==> src/rtl/alu_dispatch_ctrl.sv <==
// -----------------------------------------------------------------------------
// alu_dispatch_ctrl
//
// Accepts one ALU request at a time and dispatches it to one of NUM_UNITS
// execution units. The upper UNIT_SEL_WIDTH bits of ALU_FUN select the unit and
// the remaining low bits are forwarded as the sub-operation. The controller
// holds the unit enable while it waits for that unit's completion, aborting
// with a timeout pulse if the unit does not respond within TIMEOUT_CYCLES.
//
// Ports
//   CLK          in   clock, rising edge
//   RST          in   asynchronous reset, active low
//   ALU_FUN      in   {unit select, sub-op}
//   ALU_EN       in   request valid
//   Enable_Mask  in   per-unit dispatch permission
//   Unit_Done    in   per-unit completion, level sampled
//   Req_Ready    out  high only while idle; request taken on ALU_EN & Req_Ready
//   Unit_Enable  out  registered one-hot enable of the active unit
//   Unit_OP      out  registered sub-op of the accepted request
//   OUT_VALID    out  one-cycle pulse, operation completed
//   Timeout_Err  out  one-cycle pulse, operation aborted by timeout
//   Illegal_Op   out  one-cycle pulse, request targeted a masked unit
// -----------------------------------------------------------------------------
module alu_dispatch_ctrl #(
    parameter int unsigned ALU_FUN_WIDTH  = 4,
    parameter int unsigned UNIT_SEL_WIDTH = 2,
    parameter int unsigned TIMEOUT_CYCLES = 8
) (
    input  logic                                      CLK,
    input  logic                                      RST,
    input  logic [ALU_FUN_WIDTH-1:0]                  ALU_FUN,
    input  logic                                      ALU_EN,
    input  logic [(1<<UNIT_SEL_WIDTH)-1:0]            Enable_Mask,
    input  logic [(1<<UNIT_SEL_WIDTH)-1:0]            Unit_Done,
    output logic                                      Req_Ready,
    output logic [(1<<UNIT_SEL_WIDTH)-1:0]            Unit_Enable,
    output logic [ALU_FUN_WIDTH-UNIT_SEL_WIDTH-1:0]   Unit_OP,
    output logic                                      OUT_VALID,
    output logic                                      Timeout_Err,
    output logic                                      Illegal_Op
);

    localparam int unsigned NUM_UNITS = 1 << UNIT_SEL_WIDTH;
    localparam int unsigned OP_WIDTH  = ALU_FUN_WIDTH - UNIT_SEL_WIDTH;
    // One extra bit over what TIMEOUT_CYCLES-1 needs, so the counter never wraps.
    localparam int unsigned CNT_WIDTH = $clog2(TIMEOUT_CYCLES) + 1;
    localparam logic [CNT_WIDTH-1:0] CNT_LAST = CNT_WIDTH'(TIMEOUT_CYCLES - 1);

    localparam logic [1:0] StIdle  = 2'd0;
    localparam logic [1:0] StIssue = 2'd1;
    localparam logic [1:0] StWait  = 2'd2;
    localparam logic [1:0] StDone  = 2'd3;

    logic [1:0]                r_state;
    logic [NUM_UNITS-1:0]      r_unit_enable;
    logic [OP_WIDTH-1:0]       r_unit_op;
    logic [CNT_WIDTH-1:0]      r_cnt;
    logic                      r_out_valid;
    logic                      r_timeout_err;
    logic                      r_illegal_op;

    logic [1:0]                w_state_nxt;
    logic [NUM_UNITS-1:0]      w_unit_enable_nxt;
    logic [OP_WIDTH-1:0]       w_unit_op_nxt;
    logic [CNT_WIDTH-1:0]      w_cnt_nxt;
    logic                      w_out_valid_nxt;
    logic                      w_timeout_err_nxt;
    logic                      w_illegal_op_nxt;

    logic [UNIT_SEL_WIDTH-1:0] w_sel;
    logic [OP_WIDTH-1:0]       w_sub_op;
    logic [NUM_UNITS-1:0]      w_sel_onehot;
    logic                      w_permit;
    logic                      w_done_hit;
    logic                      w_cnt_last;

    assign w_sel        = ALU_FUN[ALU_FUN_WIDTH-1 -: UNIT_SEL_WIDTH];
    assign w_sub_op     = ALU_FUN[OP_WIDTH-1:0];
    assign w_sel_onehot = NUM_UNITS'(1) << w_sel;
    assign w_permit     = Enable_Mask[w_sel];

    // Unit_Enable is one-hot on the captured unit while busy, so masking with it
    // looks only at the selected unit's done bit and ignores all others.
    assign w_done_hit   = |(Unit_Done & r_unit_enable);
    assign w_cnt_last   = (r_cnt == CNT_LAST);

    always_comb begin
        w_state_nxt       = r_state;
        w_unit_enable_nxt = r_unit_enable;
        w_unit_op_nxt     = r_unit_op;
        w_cnt_nxt         = r_cnt;
        w_out_valid_nxt   = 1'b0;
        w_timeout_err_nxt = 1'b0;
        w_illegal_op_nxt  = 1'b0;

        case (r_state)
            StIdle: begin
                if (ALU_EN) begin
                    if (w_permit) begin
                        w_state_nxt       = StIssue;
                        w_unit_enable_nxt = w_sel_onehot;
                        w_unit_op_nxt     = w_sub_op;
                    end else begin
                        w_illegal_op_nxt  = 1'b1;
                    end
                end
            end

            // Unit gets one cycle of enable before its done line is trusted.
            StIssue: begin
                w_cnt_nxt   = '0;
                w_state_nxt = StWait;
            end

            StWait: begin
                if (w_done_hit) begin
                    // Completion takes priority over a coincident timeout.
                    w_state_nxt       = StDone;
                    w_unit_enable_nxt = '0;
                    w_out_valid_nxt   = 1'b1;
                end else if (w_cnt_last) begin
                    w_state_nxt       = StDone;
                    w_unit_enable_nxt = '0;
                    w_timeout_err_nxt = 1'b1;
                end else begin
                    w_cnt_nxt = r_cnt + CNT_WIDTH'(1);
                end
            end

            StDone: begin
                w_state_nxt = StIdle;
            end

            default: begin
                w_state_nxt       = StIdle;
                w_unit_enable_nxt = '0;
            end
        endcase
    end

    always_ff @(posedge CLK or negedge RST) begin
        if (!RST) begin
            r_state       <= StIdle;
            r_unit_enable <= '0;
            r_unit_op     <= '0;
            r_cnt         <= '0;
            r_out_valid   <= 1'b0;
            r_timeout_err <= 1'b0;
            r_illegal_op  <= 1'b0;
        end else begin
            r_state       <= w_state_nxt;
            r_unit_enable <= w_unit_enable_nxt;
            r_unit_op     <= w_unit_op_nxt;
            r_cnt         <= w_cnt_nxt;
            r_out_valid   <= w_out_valid_nxt;
            r_timeout_err <= w_timeout_err_nxt;
            r_illegal_op  <= w_illegal_op_nxt;
        end
    end

    assign Req_Ready   = (r_state == StIdle);
    assign Unit_Enable = r_unit_enable;
    assign Unit_OP     = r_unit_op;
    assign OUT_VALID   = r_out_valid;
    assign Timeout_Err = r_timeout_err;
    assign Illegal_Op  = r_illegal_op;

endmodule

==> config.mk <==
export PLATFORM = sky130hd
export DESIGN_NAME = alu_dispatch_ctrl
export DESIGN_NICKNAME = d
export VERILOG_FILES = /design/src/rtl/alu_dispatch_ctrl.sv
export SDC_FILE = /design/constraint.sdc
export NUM_CORES = 1
export LEC_CHECK = 0
export ABC_CLOCK_PERIOD_IN_PS = 5200
export CORE_ASPECT_RATIO = 1.2
export CORE_MARGIN = 2
export CORE_UTILIZATION = 35
export DETAILED_ROUTE_END_ITERATION = 12
export PLACE_DENSITY = 0.66
export SYNTH_ARGS = -nofsm -noshare
export SYNTH_HDL_FRONTEND = slang
export SYNTH_SLANG_ARGS = --single-unit
==> constraint.sdc <==
create_clock -name CLK -period 5.2 [get_ports CLK]
set_input_delay 1.04 -clock CLK [delete_from_list [all_inputs] [get_ports CLK]]
set_output_delay 1.04 -clock CLK [all_outputs]
set_load 0.05 [all_outputs]
# ---- Word level (Yosys, flattened, before mapping)
# Index checks and enable logic that the tools add are counted.
dict set report totals {
  ff_bits 15
  output_inout_bits 10
  word_cells 51
}
dict set report classes {
  n_addsub 1
  n_lt_le_gt_ge 1
  eq_ne 9
  shifts 1
  mux 23
  bitwise 1
  n_reduce_logical 8
}
# cell count
set ops {}
lappend ops {{$mux 4} 6}
lappend ops {{$pmux 4 s2} 2}
lappend ops {{$mux 1} 9}
lappend ops {{$reduce_and 3->1} 3}
lappend ops {{$mux 2} 4}
lappend ops {{$pmux 2 s4} 1}
lappend ops {{$ne 2x2->1 const B} 3}
lappend ops {{$add 4x1->4 const B} 1}
lappend ops {{$and 4x4->4} 1}
lappend ops {{$eq 2x2->1 const B} 2}
lappend ops {{$eq 4x3->1 const B} 1}
lappend ops {{$reduce_and 4->1} 1}
lappend ops {{$reduce_bool 2->1} 2}
lappend ops {{$reduce_or 4->1} 1}
lappend ops {{$shl 1x2->4 const A} 1}
lappend ops {{$lt 2x3->1 const B} 1}
lappend ops {{$ne 3x3->1 const B} 1}
lappend ops {{$bmux 1 s2} 1}
lappend ops {{$eq 2x1->1 const B} 1}
lappend ops {{$logic_not 2->1} 1}
lappend ops {{$ne 2x1->1 const B} 1}

# ---- Logic depth before layout (Yosys ltp)
dict set report logic_depth {
  word_depth 5
  ltp_mapped 6
}

# ---- Worst setup path after synthesis
# OpenSTA, ideal clock, no wires.
dict set report synth_path {
  path_type {input to register}
  from {input port ALU_FUN[2]}
  to {register r_unit_enable[0], in the netlist Unit_Enable[0]}
  setup_time_ps 122
  arrival_ps 2053
  t_required_ps 5078
  setup_slack_ps 3025
  path_stages 4
  path_buffers 0
  cell_sequence {mux4_2 > a21boi_2 > or3_4 > a32o_1}
}
dict set report synth_via {
  elab_chain_len 4
  elab_cells_between_ends 8
  cone_classes {eq/ne (1); shift (1); mux (5); reduce/logical (1)}
}
# element line_no
set synth_lines {}
lappend synth_lines {{start: declaration} 31} ;# input logic [ALU_FUN_WIDTH-1:0] ALU_FUN,
lappend synth_lines {{$bmux 1 s2 / $shl 1x2->4 (equally long branches)} {80, 79}}
lappend synth_lines {{$mux 1 (implied by the code) / $mux 4 (equally long branches)} {80, 99}}
lappend synth_lines {{$ne 2x1->1 (no source line) / $mux 4 (equally long branches)} n/a}
lappend synth_lines {{$reduce_and 4->1 (no source line) / $pmux 4 s2 (equally long branches)} n/a}
lappend synth_lines {{end signal: assignment} 152} ;# r_unit_enable <= w_unit_enable_nxt;
lappend synth_lines {{end: declaration} 55} ;# logic [NUM_UNITS-1:0] r_unit_enable;
# Parallel ways exist; a longest one is shown, timed or not. The select of a mux whose other input is x is not followed.
# A chain may end at the register's enable or synchronous reset.

# ---- Worst setup path after layout
dict set report layout_path {
  from {register r_state[1]}
  to {output port Req_Ready}
}
dict set report layout_via {
  elab_chain_len 1
}
# element line_no
set layout_lines {}
lappend layout_lines {{start: declaration} 54} ;# logic [1:0] r_state;
lappend layout_lines {{start signal: assignment} 143} ;# r_state <= StIdle;
lappend layout_lines {{start signal: assignment} 151} ;# r_state <= w_state_nxt;
lappend layout_lines {{$logic_not 2->1} 161} ;# assign Req_Ready = (r_state == StIdle);
lappend layout_lines {{end: declaration} 35} ;# output logic Req_Ready,
# No other way between the ends.

==> metrics.txt <==
Max Cap Viol 0; Final Hold Fails 0; RSZ-0062 raised after global routing false; crit path time final 2.89 ns; Synth top area share 50.5%; Cell Count, Final, Fillers Out 112; post-synthesis instance total 65; syn_area_per_cell about 11 um2; leakage power 0.000438 uW; clk slew on worst S/H paths 0.08 ns; critical path class flip-flop to output pin; layout cells sized above 1 9.78%; final setup margin around 2.3 ns; final instance area 1030 um2; IO buf count 24; Worst Hold Class flip-flop to flip-flop; DRT iter0 DRCs 6; crit-path max FO 5; ANT cells 0; die width 46.1 um; Synth Net Count 85; placeable core area between 2000 and 2500 um2; clk buf depth 2; Least-Margin Pin Slew 0.665 ns; pre-CTS setup slack 2.39 ns; multi-input logic area approximately 350 um2; largest net degree at the start of global routing 16; DRC viols 0; period utilization 55.6%; Final nets 113; vias post-DR a little under 600; first-pass GRT wire length 2.48 mm; grt total ovfl 0; Synth Warn # 0; Die Ht 54.5 um; Layout fillers 192; ys flop type dfrtp_1; Reg2Reg Depth 5; commonest cells in the netlist dfrtp_1, nand3_1, ha_1; initial core utilization between 30 and 40%; synthesis-stage register bit count 15; Critical Path Source Type flip-flop; status finished, final reports clean; critical path required time 4.16 ns; IO Count 25; synth top area cells dfrtp_1, ha_1, a32o_1; Final setup viols 0; total CTS buffers 3; Clock Sinks 15; Routed WL 1.50 mm; TritonCTS clock tree done; top-count cell post-synth dfrtp_1; Hold Path Stages 1; DP Cell Count 108; setup bufs post-CTS 0; asr flop ratio synth 100%; Syn Std Cell Area 743 um2; Cell Pwr Density 536 nW/um2; H-tree depth 1; Post-synth EDFFs 0; drt first pass iters 4; gr usage total 14.3%; post-detailed-route wirelength per cell 13.3 um; Slew HR 55.5%; CTS resizes 0; cell row count 18; instance area at placement 1000 um2; initial antenna violation count 0; routed vias/inst 5.28; Worst-Skew Late Latency 0.28 ns; Max Transition Viols Final 0; Worst Skew approximately 0.007 ns; VDD IR max 0.000304 V; FF/Latch Area ~380 um2; Distinct cells, synth 25; post-DP HPWL between 1 and 1.5 mm; root buf cell clkbuf_4; Placer Congestion 0.733; CP Capture Type output pin; vias in the first global route 565; Routed Antenna Nets 0; final setup TNS 0 ns; Fmax achieved 346 MHz; Arrival @ worst endpoint ~1.9 ns; die footprint 2510 um2; synth-to-layout area growth 38.7%; Yosys top cell by area dfrtp_1; Hold Buf Count CTS 0; sequential share of the synthesized area 50.5%
==> sequential cells by signal (all words and copies together), names as in the netlist <==
name         flops
Illegal_Op       1
OUT_VALID        1
r_cnt            4
Unit_Enable      4
Timeout_Err      1
r_state          2
Unit_OP          2
==> per-stage QoR <==
| stage | utilization, % | power, uW | hold slack (ns) |
|---|---|---|---|
| after floorplan | - | 397 | 0.480 |
| final | 50.9 | 552 | 0.519 |
| after CTS | 50.9 | 557 | 0.520 |
| after global routing | 50.9 | 592 | 0.548 |
| after global placement | 49.6 | 488 | 0.497 |
| after detailed placement | 49.6 | 490 | 0.498 |
==> routing by layer <==
layer	global-route usage, %	vias up	share of wire (%)
li1	-	297	-
met1	17.0	277	46
met2	23.1	13	48
met3	2.97	4	4.3
met4	8.57	0	1.6
met5	0	-	0
==> worst paths after layout <==
check | from | end | slack, ns
worst min register to register | Unit_OP[0] | Unit_OP[0] | 0.52
min in group asynchronous | RST | OUT_VALID | 1.16
max in group asynchronous | RST | Unit_OP[1] | 3.61
worst min-delay path | Unit_OP[0] | Unit_OP[0] | 0.52
worst max-delay path | r_state[1] | Req_Ready | 2.31
worst max register to register | r_state[0] | Unit_Enable[2] | 3.48
==> final cells by class <==
type	instances	share of cell area, %
Tap cell	20	2.43
Clock buffer	4	2.55
Timing Repair Buffer	24	23.3
Inverter	4	1.46
Multi-Input combinational cell	45	33.9
Sequential cell	15	36.4
==> cells by family (layout without fill, tap and decap cells) <==
family	after synthesis	in the layout	synth area share (%)
AO/OA/AOI/OAI	14	14	15.3
XOR/XNOR	1	1	1.18
adder cells (fa/ha/maj)	5	5	8.42
buffers and inverters	5	32	2.52
flip-flops	15	15	50.5
multiplexers	3	3	6.06
AND/OR/NAND/NOR	22	22	16.0
==> layout by cell type (no fill, tap or decap), drive strengths merged <==
cell type	n
a21boi	2
a22oi	2
a32o	4
and4	1
clkbuf	4
clkdlybuf4s50	24
dfrtp	15
ha	5
inv	4
mux2	2
mux4	1
nand2	4
nand2b	1
nand3	6
nand3b	1
nand4	2
nor2	4
nor3	1
nor3b	1
o211ai	1
o21ai	3
o22ai	1
o32a	1
or3	1
xnor2	1
==> worst max-delay path, cell delays in order (launching register included) <==
cell and delay [ns]:
dfrtp_1 0.39, inv_1 0.12, ha_1 0.25, clkdlybuf4s50_1 0.83
==> power breakdown <==
part,switching [uW],leakage (uW),internal [uW]
registers,25.3,0.000198,154
clock network,35.0,0.0000150,29.7
logic,187,0.000225,121
Power figures use the tool's default switching activity.
